File: src/rtl/psum_out_arbiter_pkg.sv
// ============================================================================
// Module   : psum_pkg
// Purpose  : Shared packet field offsets, default field values and FSM states
//            for the partial-sum output arbiter.
// Revision : 1.0 - initial release
// ============================================================================
`default_nettype none

package psum_pkg;

    localparam int c_VALID_BIT = 46;
    localparam int c_DEST_LSB  = 43;
    localparam int c_SRC_LSB   = 40;
    localparam int c_FILL_LSB  = 8;

    localparam logic [2:0]  c_DEST_MEM = 3'b110;
    localparam logic [31:0] c_FILL     = 32'h0000_FFFF;

    typedef enum logic [1:0] {
        IDLE = 2'd0,
        RUN  = 2'd1,
        DONE = 2'd2
    } state_t;

endpackage

`default_nettype wire

File: src/rtl/psum_out_arbiter_rr.sv
// ============================================================================
// Module   : rr_arbiter
// Purpose  : Round-robin one-hot grant generator; owns the last-grant pointer.
// Revision : 1.0 - initial release
// ============================================================================
`default_nettype none

module rr_arbiter #(
    parameter int N  = 4,
    parameter int IW = (N > 1) ? $clog2(N) : 1
) (
    input  logic          clk,
    input  logic          rst,
    input  logic [N-1:0]  req,
    input  logic          enable,
    input  logic          advance,
    output logic [N-1:0]  grant,
    output logic [IW-1:0] index
);

    logic [IW-1:0] r_last_q;
    logic [IW-1:0] w_last_d;
    logic [IW-1:0] w_cand;
    logic          w_found;

    // Scan starts one past the last winner so every source gets a turn.
    always_comb begin
        grant   = '0;
        index   = '0;
        w_found = 1'b0;
        w_cand  = '0;
        for (int off = 1; off <= N; off++) begin
            w_cand = IW'((int'(r_last_q) + off) % N);
            if (enable && !w_found && req[w_cand]) begin
                w_found       = 1'b1;
                grant[w_cand] = 1'b1;
                index         = w_cand;
            end
        end
    end

    always_comb begin
        w_last_d = r_last_q;
        if (advance) begin
            w_last_d = index;
        end
    end

    always_ff @(posedge clk or posedge rst) begin
        if (rst) begin
            r_last_q <= IW'(N - 1);
        end else begin
            r_last_q <= w_last_d;
        end
    end

endmodule

`default_nettype wire

File: src/rtl/psum_out_arbiter.sv
// ============================================================================
// Module   : psum_out_arbiter
// Purpose  : Shares the memory packet port among NREQ adder streams and stops
//            after TOTAL packets per layer, signalling done.
// Revision : 1.0 - initial release
// ============================================================================
`default_nettype none

module psum_out_arbiter
    import psum_pkg::*;
#(
    parameter int          NREQ     = 4,
    parameter int          DWIDTH   = 8,
    parameter int          PWIDTH   = 47,
    parameter int          TOTAL    = 16,
    parameter logic [2:0]  DEST_MEM = c_DEST_MEM,
    parameter logic [31:0] FILL     = c_FILL
) (
    input  logic                         clk,
    input  logic                         rst,
    input  logic                         start,
    input  logic [NREQ-1:0]              req_valid,
    input  logic [NREQ*DWIDTH-1:0]       req_data,
    output logic [NREQ-1:0]              req_ready,
    output logic                         out_valid,
    output logic [PWIDTH-1:0]            out_packet,
    input  logic                         out_ready,
    output logic                         done,
    output logic [$clog2(TOTAL+1)-1:0]   count
);

    localparam int              c_CW    = $clog2(TOTAL + 1);
    localparam int              c_IW    = (NREQ > 1) ? $clog2(NREQ) : 1;
    localparam logic [c_CW-1:0] c_TOTAL = c_CW'(TOTAL);

    if (PWIDTH != 39 + DWIDTH) begin : g_bad_pwidth
        $error("psum_out_arbiter: PWIDTH must equal 39+DWIDTH");
    end
    if (NREQ < 1 || NREQ > 8) begin : g_bad_nreq
        $error("psum_out_arbiter: NREQ must be in 1..8");
    end
    if (TOTAL < 1) begin : g_bad_total
        $error("psum_out_arbiter: TOTAL must be at least 1");
    end

    state_t              r_state_q, w_state_d;
    logic [c_CW-1:0]     r_acc_q, w_acc_d;
    logic [c_CW-1:0]     r_dlv_q, w_dlv_d;
    logic                r_valid_q, w_valid_d;
    logic [PWIDTH-1:0]   r_pkt_q, w_pkt_d;

    logic [NREQ-1:0]     w_grant;
    logic [c_IW-1:0]     w_index;
    logic                w_slot_free;
    logic                w_enable;
    logic                w_src_hs;
    logic                w_out_hs;
    logic [DWIDTH-1:0]   w_psum;
    logic [PWIDTH-1:0]   w_pkt_new;

    assign w_slot_free = !r_valid_q || out_ready;
    assign w_enable    = (r_state_q == RUN) && w_slot_free && (r_acc_q != c_TOTAL);
    assign w_src_hs    = |w_grant;
    assign w_out_hs    = r_valid_q && out_ready;
    assign w_psum      = req_data[int'(w_index)*DWIDTH +: DWIDTH];
    assign w_pkt_new   = {1'b1, DEST_MEM, 3'(w_index), FILL, w_psum};

    rr_arbiter #(
        .N  (NREQ),
        .IW (c_IW)
    ) u_rr (
        .clk     (clk),
        .rst     (rst),
        .req     (req_valid),
        .enable  (w_enable),
        .advance (w_src_hs),
        .grant   (w_grant),
        .index   (w_index)
    );

    always_comb begin
        w_state_d = r_state_q;
        w_acc_d   = r_acc_q;
        w_dlv_d   = r_dlv_q;
        w_valid_d = r_valid_q;
        w_pkt_d   = r_pkt_q;

        // A new capture and a delivery in the same cycle keep the slot full.
        if (w_src_hs) begin
            w_valid_d = 1'b1;
            w_pkt_d   = w_pkt_new;
        end else if (w_out_hs) begin
            w_valid_d = 1'b0;
        end

        unique case (r_state_q)
            IDLE: begin
                if (start) begin
                    w_state_d = RUN;
                    w_acc_d   = '0;
                    w_dlv_d   = '0;
                end
            end
            RUN: begin
                if (w_src_hs && (r_acc_q != c_TOTAL)) begin
                    w_acc_d = r_acc_q + c_CW'(1);
                end
                if (w_out_hs && (r_dlv_q != c_TOTAL)) begin
                    w_dlv_d = r_dlv_q + c_CW'(1);
                end
                if (w_dlv_d == c_TOTAL) begin
                    w_state_d = DONE;
                end
            end
            DONE: begin
                if (start) begin
                    w_state_d = RUN;
                    w_acc_d   = '0;
                    w_dlv_d   = '0;
                end
            end
            default: begin
                w_state_d = IDLE;
            end
        endcase
    end

    always_ff @(posedge clk or posedge rst) begin
        if (rst) begin
            r_state_q <= IDLE;
            r_acc_q   <= '0;
            r_dlv_q   <= '0;
            r_valid_q <= 1'b0;
            r_pkt_q   <= '0;
        end else begin
            r_state_q <= w_state_d;
            r_acc_q   <= w_acc_d;
            r_dlv_q   <= w_dlv_d;
            r_valid_q <= w_valid_d;
            r_pkt_q   <= w_pkt_d;
        end
    end

    assign req_ready  = w_grant;
    assign out_valid  = r_valid_q;
    assign out_packet = r_pkt_q;
    assign done       = (r_state_q == DONE);
    assign count      = r_dlv_q;

endmodule

`default_nettype wire

File: config.mk
export PLATFORM = sky130hd
export DESIGN_NAME = psum_out_arbiter
export DESIGN_NICKNAME = d
export VERILOG_FILES = /design/src/rtl/psum_out_arbiter_pkg.sv /design/src/rtl/psum_out_arbiter_rr.sv /design/src/rtl/psum_out_arbiter.sv
export SDC_FILE = /design/constraint.sdc
export NUM_CORES = 1
export LEC_CHECK = 0
export BUFFER_PORTS_ARGS = -buffer_cell sky130_fd_sc_hd__buf_4
export CELL_PAD_IN_SITES_DETAIL_PLACEMENT = 2
export CELL_PAD_IN_SITES_GLOBAL_PLACEMENT = 2
export CORE_ASPECT_RATIO = 1.75
export CORE_UTILIZATION = 28
export DETAILED_ROUTE_END_ITERATION = 8
export GPL_TIMING_DRIVEN = 0
export PLACE_DENSITY_LB_ADDON = 0.1
export SLEW_MARGIN = 20
export SYNTH_ARGS = -nofsm -noshare
export SYNTH_HDL_FRONTEND = slang
export SYNTH_SLANG_ARGS = --single-unit
File: constraint.sdc
create_clock -name clk -period 5.6 [get_ports clk]
set_input_delay 0.84 -clock clk [delete_from_list [all_inputs] [get_ports clk]]
set_output_delay 0.84 -clock clk [all_outputs]
set_load 0.005 [all_outputs]
==> results of run 1 <==
[through the flow]
step	utilization, %	instance area, sq um	cells
6_report	39.9	3200	445
5_1_grt	39.9	3200	445
4_1_cts	39.9	3200	445
3_5_place_dp	38.9	3120	441
3_3_place_gp	38.9	3120	441
2_1_floorplan	-	2420	273
[synth_stat cells (all sizes together), types with 2 or more instances]
cell type / n
nor2: 2
o41ai: 2
o31ai: 2
dfrtp: 24
ha: 11
nor4: 2
xor2: 4
o21ai: 17
buf: 45
a21oi: 2
mux2i: 20
nand2b: 11
nand3: 8
dfstp: 2
mux2: 10
o311a: 4
a31oi: 3
nor3b: 3
and2: 3
and3: 15
nor2b: 3
o2bb2ai: 3
nand2: 21
mux4: 3
clkbuf: 4
o211ai: 4
a311o: 4
inv: 11
[state kept, by name, indices dropped and copies added, names as in the netlist]
signal	flops
count	5
out_packet	11
out_valid	1
r_acc_q	5
r_state_q	2
u_rr.r_last_q	2
[layout make-up]
cell class	instances	area (sq um)	area share (%)
multi-input cells	186	1380	43.1
flip-flops and latches	26	653	20.4
repair buffers	78	586	18.3
plain buffers	49	345	10.8
well taps	90	113	3.52
clock buffers	4	78.8	2.46
inverters	12	45.0	1.41
[worst paths after layout]
check	startpoint	end	cells after the start
worst max-delay path	u_rr.r_last_q[1]	req_ready[0]	9
worst min-delay path	out_packet[40]	out_packet[40]	2
worst max register to register	u_rr.r_last_q[1]	u_rr.r_last_q[0]	11
worst min register to register	out_packet[40]	out_packet[40]	2
max in group asynchronous	rst	count[3]	2
min in group asynchronous	rst	out_packet[0]	2
[worst register-to-register path, stage by stage (launching register included)]
cell      delay, ns
dfstp_2        0.58
clkbuf_1       0.38
clkinv_1       0.42
ha_1           0.49
mux4_2         0.34
buf_6          0.16
o311a_1        0.38
a311o_1        0.37
nor4_4         0.53
buf_2          0.34
nand2_1        0.08
o21ai_0        0.09
[metal layers]
layer	vias to the layer above	global-route usage (%)
met2	48	36.5
met1	1114	18.1
met3	10	0.733
li1	1058	-
met4	0	5.88
met5	-	0
[power breakdown]
part           internal, mW  switching [mW]  total [mW]
clock network        0.0975          0.0669       0.164
registers             0.285          0.0873       0.372
logic                 0.508           0.570        1.08
total                 0.890           0.724        1.61
[cells by family (layout without fill, tap and decap cells)]
kind of cell,Yosys count,after routing,synth area share (%)
buf+inv,61,143,16.6
xor+xnor,5,5,1.86
fa+ha+maj,11,11,5.85
compound gates,48,48,14.5
simple gates,71,71,17.1
mux,33,33,16.2
other cells,1,18,0.159
flops,26,26,27.8
==> results by group, run 1 <==
Run status
  – Outcome: complete, but fails checks
  – Failing checks: DRC

Logic synthesis
  – Ys Warns: 0
  – Synth top area share: 25.5%
  – Synth area leader: dfrtp_1
  – Syn Inst Count: 256
  – Top post-synthesis cells by area: dfrtp_1 26%, buf_4 12%, mux2i_1 8.5%
  – Mapped Area: 2350 sq um
  – Unique cell type count in the Yosys netlist: 45
  – Share of async-settable or async-resettable flops after synthesis: 100%
  – Syn_area_per_cell: 9.19 sq um
  – Seq/Total Area, Yosys: 27.8%
  – Post-synth EDFFs: 0
  – Ys flop type: dfrtp_1
  – FF+latch count, synth: 26

Power
  – Post-layout power: 1.61 mW
  – Maximum vdd drop: 0.000207 V
  – PwrDens: 505 nW/um^2
  – Leakage power: 1.65 nW

GRT
  – Global-route wire length before repair: 12000 um
  – GRT overflow: 0
  – GR Util All Layers: 17.6%
  – Largest net degree at the start of global routing: 27
  – Initial antenna violation count: 0
  – Vias in the first global route: 2348

STA
  – Clock Skews: 0.00565 ns
  – Peak Freq: 223 MHz
  – Max-slew violation count: 0
  – Final worst path period share: 80.1%
  – Worst slew pin tran: 0.672 ns
  – RSZ-0062 raised after global routing: no
  – Slew margin rel.: 55.1%
  – Min cycle time layout: 4.49 ns
  – PnR worst setup slack: 1.11 ns
  – Final hold vios: 0
  – Post-Route Setup TNS: 0 ns
  – WHS: 0.486 ns
  – Setup violations, final: 0

Flow run
  – Max-cap violations: 0

Final layout
  – Ant. Diodes: 0
  – Filler instances: 942
  – Most common cell after layout, fill and taps aside: buf_4
  – Most frequent cells in the layout: 115 x buf_4, 24 x dfrtp_1, 21 x nand2_1
  – Layout cell share with drive strength beyond 1: 40.8%
  – NumNets Final: 407
  – Area growth syn-to-layout: 36.0%

Route
  – Highest Signal Layer: met4
  – 1st-iter DRT viols: 91
  – Met1 wire length: 2650 um
  – Met2 wire len: 4560 um
  – Drt drc: 4
  – WL final: 7500 um
  – Via density: 5.01
  – Routed wl met3: 144 um
  – Total vias in the final route: 2230
  – DR WL/cell: 16.9 um
  – Drt first pass iters: 6
  – DRT antenna net count: 0

Floorplanning
  – Num ports: 98
  – Cell Rows: 43
  – Core Region: 8020 sq um
  – Die ar.: 8790 sq um
  – Die span in y: 123 um
  – Starting density of the core: 29.4%
  – DIE WIDTH: 71.3 um

Critical path
  – Crit path buffers/inverters: 4
  – Worst-path cell chain: clkbuf_1, clkinv_1, ha_1, mux4_2, buf_6, nor3b_1, and3_1, a311o_1, buf_4
  – CP endpoint kind: output pin
  – Slowest cell delay on critical path: 0.58 ns
  – Top Family by Delay on Critical Path: buffers and inverters
  – WS Path Type: flop to output pin
  – Critical-path cell with the highest stage delay: dfstp_2
  – CP arrival: 3.65 ns
  – R2R Setup Slk: 1.35 ns
  – Critical Path Source Type: flop
  – Crit Path Max Fanout: 11
  – WP data required: 4.76 ns

Worst hold path
  – Hold WC Path Type: flop to flop

Clock network
  – Post-CTS Resized: 0
  – CTS tree: done
  – Htree depth: 1
  – Clk slew on worst S/H paths: 0.07 ns
  – Cell chosen for the clock root: clkbuf_16
  – Clk_lat worst skew: 0.26 ns
  – Hold Buf Count CTS: 0
  – TritonCTS Sinks: 26
  – Clk buf depth: 2
  – CTS buffer count: 3
  – Postcts setup bufs: 0

Placement
  – Dpl ws: 1.31 ns
  – I/O Buffers: 78
  – GP Congestion: 0.779
  – Detailed placement HPWL: 6000 um
Note: power is estimated with default switching activity, not from simulation.
==> run 2: changes to the inputs <==
Settings changed: CORE_UTILIZATION 28 to 25.
Clock period 5.6 ns to 3.8 ns, I/O delays scaled along.
==> results by group, run 2 (same netlist as run 1, synthesis figures left out) <==
Critical path
  – WS Path Type: flop to output pin
  – CP most frequent cell: buf_4
  – WP data required: 3.23 ns (-1.53 ns)
  – CP endpoint kind: output pin
  – Top Family by Delay on Critical Path: buffers and inverters
  – Critical-path cell with the highest stage delay: dfstp_2
  – Critical Path Source Type: flop
  – Worst-path cell chain: buf_4, buf_4, clkinvlp_4, ha_4, mux4_2, buf_6, o311a_1, a311o_1, buf_4
  – Slowest cell delay on critical path: 0.56 ns (-0.02 ns)
  – Crit path buffers/inverters: 5 (+1)
  – Crit Path Max Fanout: 10 (-1)
  – CP arrival: 3.07 ns (-0.58 ns)

Power
  – Leakage power: 1.68 nW (+1.7%)
  – PwrDens: 760 nW/um^2 (+51%)
  – Maximum vdd drop: 0.000332 V (+61%)

Placement
  – Cell count after placement: 471 (+6.8%)
  – I/O Buffers: 78 (unchanged)
  – Dpl ws: -0.394 ns (-1.70 ns)
  – GP Congestion: 0.702 (-9.9%)
  – Detailed placement HPWL: 5940 um (-1.0%)

Route
  – Drt drc: 0 (-4)
  – Drt first pass iters: 4 (-2)
  – Highest Signal Layer: met4
  – Total vias in the final route: 2213 (-0.76%)
  – 1st-iter DRT viols: 51 (-44%)
  – DR WL/cell: 15.7 um (-7.1%)
  – Routed wl met3: 117 um (-19%)
  – Met1 wire length: 2740 um (+3.4%)
  – Via density: 4.64 (-7.4%)
  – DRT antenna net count: 0 (unchanged)
  – Met2 wire len: 4520 um (-0.83%)
  – WL final: 7470 um (-0.37%)

Final layout
  – NumNets Final: 409 (+0.49%)
  – Area growth syn-to-layout: 40.7%
  – Area occupied by multi-input gates: 1400 sq um (+1.3%)
  – Max reg flops: 11 (unchanged)
  – Util after Layout: 36.4% (-3.5 points)
  – Layout cell share with drive strength beyond 1: 42.9% (+2.0 points)
  – Non-filler instance count after layout: 477 (+7.2%)
  – Sequential cell area: 653 sq um (unchanged)
  – Ant. Diodes: 0 (unchanged)
  – Most common cell after layout, fill and taps aside: buf_4
  – Filler instances: 1118 (+19%)
  – Most frequent cells in the layout: 120 x buf_4, 24 x dfrtp_1, 21 x nand2_1

Floorplanning
  – Die ar.: 9820 sq um (+12%)
  – Starting density of the core: 25.9% (-3.5 points)
  – DIE WIDTH: 75.3 um (+5.7%)
  – Die span in y: 130 um (+5.7%)
  – Num ports: 98 (unchanged)
  – Core Region: 9090 sq um (+13%)
  – Cell Rows: 46 (+7.0%)

GRT
  – GR Util All Layers: 15.4% (-2.1 points)
  – Global-route wire length before repair: 11600 um (-2.9%)
  – GRT overflow: 0 (unchanged)
  – Initial antenna violation count: 0 (unchanged)
  – Vias in the first global route: 2360 (+0.51%)
  – Largest net degree at the start of global routing: 27 (unchanged)

Clock network
  – Clk_lat worst skew: 0.26 ns (about the same)
  – Clk slew on worst S/H paths: 0.07 ns (about the same)
  – CTS buffer count: 3 (unchanged)
  – CTS tree: done
  – TritonCTS Sinks: 26 (unchanged)
  – Htree depth: 1 (unchanged)
  – Cell chosen for the clock root: clkbuf_16
  – Hold Buf Count CTS: 0 (unchanged)
  – Clk buf depth: 2 (unchanged)

STA
  – Worst slew pin tran: 0.693 ns (+0.0217 ns)
  – PnR worst setup slack: 0.162 ns (-0.953 ns)
  – Max-slew violation count: 0 (unchanged)
  – Setup violations, final: 0 (unchanged)
  – Final worst path period share: 95.7%
  – Final hold vios: 0 (unchanged)
  – WHS: 0.364 ns (-0.122 ns)
  – RSZ-0062 raised after global routing: no
  – Slew margin rel.: 53.6% (-1.5 points)
  – Post-Route Setup TNS: 0 ns (unchanged)
  – Peak Freq: 275 MHz
  – Clock Skews: 0.00419 ns (-0.00146 ns)
  – Min cycle time layout: 3.64 ns

Run status
  – Outcome: complete, no violations

Worst hold path
  – Hold WC Path Type: primary input to async pin

Flow run
  – Max-cap violations: 0 (unchanged)
[run 2: changes by cell type in the layout (fill, tap and decap cells not counted), sizes merged]
cell      before  now
clkbuf         8    6
inv           11   10
buf          123  126
bufinv         0    1
clkinvlp       0    1
[run 2: area by class of cell]
type                            count  area share [%]
Sequential cell                    26            19.7
Multi-Input combinational cell    186            42.2
Inverter                           12            1.51
Timing Repair Buffer               81            18.4
Buffer                             48            10.5
Tap cell                          120            4.54
Clock buffer                        3            2.27
Clock inverter                      1           0.907
[run 2: final timing paths]
| kind | start | end | slack, ns | depth (start not counted) |
|---|---|---|---|---|
| min reg2reg | out_packet[4] | out_packet[4] | 0.49 | 2 |
| min | rst | out_packet[4] | 0.36 | 2 |
| max reg2reg | u_rr.r_last_q[0] | out_packet[5] | 0.25 | 12 |
| max | u_rr.r_last_q[0] | req_ready[3] | 0.16 | 9 |
| min in group clk | out_packet[4] | out_packet[4] | 0.49 | 2 |
| max in group asynchronous | rst | count[3] | 3.05 | 2 |
[run 2: power by group]
part	internal (mW)	switching [mW]	total, mW
Combinational	0.814	0.835	1.65
Clock	0.210	0.0987	0.308
Sequential	0.420	0.138	0.559
Total	1.44	1.07	2.52
[run 2: worst register-to-register path, delay by kind of cell (launching register included)]
family	cells	cell delay, ns
fa+ha+maj	1	0.31
flops	1	0.56
buf+inv	6	1.12
simple gates	1	0.27
mux	1	0.32
compound gates	3	0.85
[run 2: stage by stage]
step	instance area [sq um]	total power [mW]
global route	3310	2.73
global placement	3150	2.12
CTS	3300	2.56
floorplan	2420	1.60
detailed placement	3160	2.17
finish	3310	2.52
[run 2: layer usage]
metal,global-route usage (%),up-vias
met5,0,-
met2,32.1,39
met3,0.618,6
met4,4.03,0
met1,15.8,1106
li1,-,1062
[run 2: repair_timing]
item                       4_1_cts  5_1_grt
resized for setup                5        1
cloned                           0        0
setup buffers                    3        0
hold endpoints to repair         0        0
pin swaps                        1        0
setup endpoints to repair       23        2
==> run 3: changes to the inputs <==
==> constraint.sdc (replaced) <==
create_clock -name clk -period 3.8 [get_ports clk]
set_input_delay 0.57 -clock clk [delete_from_list [all_inputs] [get_ports clk]]
set_output_delay 0.57 -clock clk [all_outputs]
set_load 0.05 [all_outputs]
==> results by group, run 3 (same netlist as run 1, synthesis figures left out) <==
Run status
  – Outcome: complete, no violations

Clock network
  – TritonCTS Sinks: 26 (unchanged)
  – Clk_lat worst skew: 0.26 ns (about the same)
  – Clk slew on worst S/H paths: 0.07 ns (about the same)
  – Clk buf depth: 2 (unchanged)
  – Hold Buf Count CTS: 0 (unchanged)
  – Cell chosen for the clock root: clkbuf_16
  – Htree depth: 1 (unchanged)
  – CTS buffer count: 3 (unchanged)
  – CTS tree: done

Placement
  – Dpl ws: -0.394 ns (unchanged)
  – Detailed placement HPWL: 5940 um (unchanged)
  – GP Congestion: 0.702 (unchanged)
  – I/O Buffers: 78 (unchanged)

Final layout
  – Layout cell share with drive strength beyond 1: 42.9% (unchanged)
  – Max reg flops: 11 (unchanged)
  – Ant. Diodes: 0 (unchanged)
  – Most frequent cells in the layout: 120 x buf_4, 24 x dfrtp_1, 21 x nand2_1
  – NumNets Final: 409 (unchanged)
  – Area growth syn-to-layout: 40.7% (unchanged)
  – Most common cell after layout, fill and taps aside: buf_4

STA
  – Peak Freq: 270 MHz (-1.9%)
  – Post-Route Setup TNS: 0 ns (unchanged)
  – Worst slew pin tran: 0.696 ns (+0.00306 ns)
  – Slew margin rel.: 53.4% (-0.20 points)
  – Final worst path period share: 97.6% (+1.8 points)
  – PnR worst setup slack: 0.0928 ns (-0.0691 ns)
  – Final hold vios: 0 (unchanged)
  – Min cycle time layout: 3.71 ns (+0.0691 ns)
  – Clock Skews: 0.00388 ns (-0.000317 ns)
  – Setup violations, final: 0 (unchanged)
  – Max-slew violation count: 0 (unchanged)

Power
  – Maximum vdd drop: 0.000480 V (+44%)
  – PwrDens: 890 nW/um^2 (+17%)
  – Leakage power: 1.68 nW (about the same)

Route
  – Routed wl met3: 106 um (-9.4%)
  – Via density: 4.66 (+0.50%)
  – WL final: 7500 um (+0.33%)
  – Drt first pass iters: 4 (unchanged)
  – Total vias in the final route: 2224 (+0.50%)
  – 1st-iter DRT viols: 63 (+24%)
  – DRT antenna net count: 0 (unchanged)
  – Met1 wire length: 2770 um (+1.2%)
  – Met2 wire len: 4520 um (about the same)
  – Drt drc: 0 (unchanged)
  – Highest Signal Layer: met4
  – DR WL/cell: 15.7 um (+0.33%)

GRT
  – GR Util All Layers: 15.4% (-0.063 points)
  – Largest net degree at the start of global routing: 27 (unchanged)
  – Global-route wire length before repair: 11600 um (-0.41%)
  – GRT overflow: 0 (unchanged)
  – Initial antenna violation count: 0 (unchanged)
  – Vias in the first global route: 2353 (-0.30%)

Critical path
  – Critical path depth: 9 (unchanged)
  – Slowest cell delay on critical path: 0.56 ns (about the same)
  – Critical-path cell with the highest stage delay: dfstp_2
  – Critical Path Source Type: flop
  – CP most frequent cell: buf_4
  – CP arrival: 3.14 ns (+0.07 ns)
  – WS Path Type: flop to output pin
  – CP endpoint kind: output pin
  – Crit path buffers/inverters: 5 (unchanged)
  – Worst-path cell chain: buf_4, buf_4, clkinvlp_4, ha_4, mux4_2, buf_6, o311a_1, a311o_1, buf_4
  – WP data required: 3.23 ns (about the same)
  – Worst R2R Path Depth: 12 (unchanged)
  – Crit Path Max Fanout: 10 (unchanged)
  – Top Family by Delay on Critical Path: buffers and inverters

Floorplanning
  – Die span in y: 130 um (unchanged)
  – Die ar.: 9820 sq um (unchanged)
  – Core Region: 9090 sq um (unchanged)
  – Starting density of the core: 25.9% (unchanged)
  – DIE WIDTH: 75.3 um (unchanged)
  – Num ports: 98 (unchanged)
  – Cell Rows: 46 (unchanged)

Flow run
  – Max-cap violations: 0 (unchanged)

Worst hold path
  – Hold WC Path Type: primary input to async pin
[run 3: cell counts in the layout (fill, tap and decap cells not counted)]
Identical to the previous run, type by type.
[run 3: worst paths after layout]
path,end,slack [ns],start
max,req_ready[3],0.09,u_rr.r_last_q[0]
min,out_packet[4],0.36,rst
max reg2reg,out_packet[5],0.26,u_rr.r_last_q[0]
min reg2reg,out_packet[4],0.49,out_packet[4]
max in group asynchronous,out_packet[23],3.05,rst
min in group clk,out_packet[4],0.49,out_packet[4]
[run 3: where the power goes]
group	switching (mW)	total (mW)	internal (mW)	leakage, nW
logic	1.25	2.08	0.827	1.32
clock network	0.0988	0.308	0.210	0.0511
registers	0.139	0.559	0.420	0.312
total	1.49	2.95	1.46	1.68
[run 3: cell type report]
type / count / area (sq um)
Inverter: 12 / 50.0
Fill cell: 1115 / 5780
Buffer: 48 / 347
Multi-Input combinational cell: 186 / 1400
Clock buffer: 3 / 75.1
Tap cell: 120 / 150
Timing Repair Buffer: 81 / 608
Clock inverter: 1 / 30.0
Sequential cell: 26 / 653
[run 3: routing by layer]
layer | up-vias | global-route usage, %
met5 | - | 0
met1 | 1119 | 15.7
li1 | 1062 | -
met3 | 6 | 0.618
met4 | 0 | 4.03
met2 | 37 | 32.0
[run 3: timing repair]
action,4_1_cts,5_1_grt
pin swaps,0,1
resized for setup,6,0
endpoints found under the setup margin,23,9
setup buffers,1,2
[run 3: metrics by stage]
step	utilization (%)	hold WS [ns]	std cells	cell area (sq um)	total power, mW
global route	36.4	0.425	477	3310	3.16
finish	36.4	0.364	477	3310	2.95
CTS	36.2	0.496	475	3300	2.96
global placement	34.7	0.468	471	3150	2.55
detailed placement	34.7	0.481	471	3160	2.60
floorplan	-	0.452	273	2420	2.01
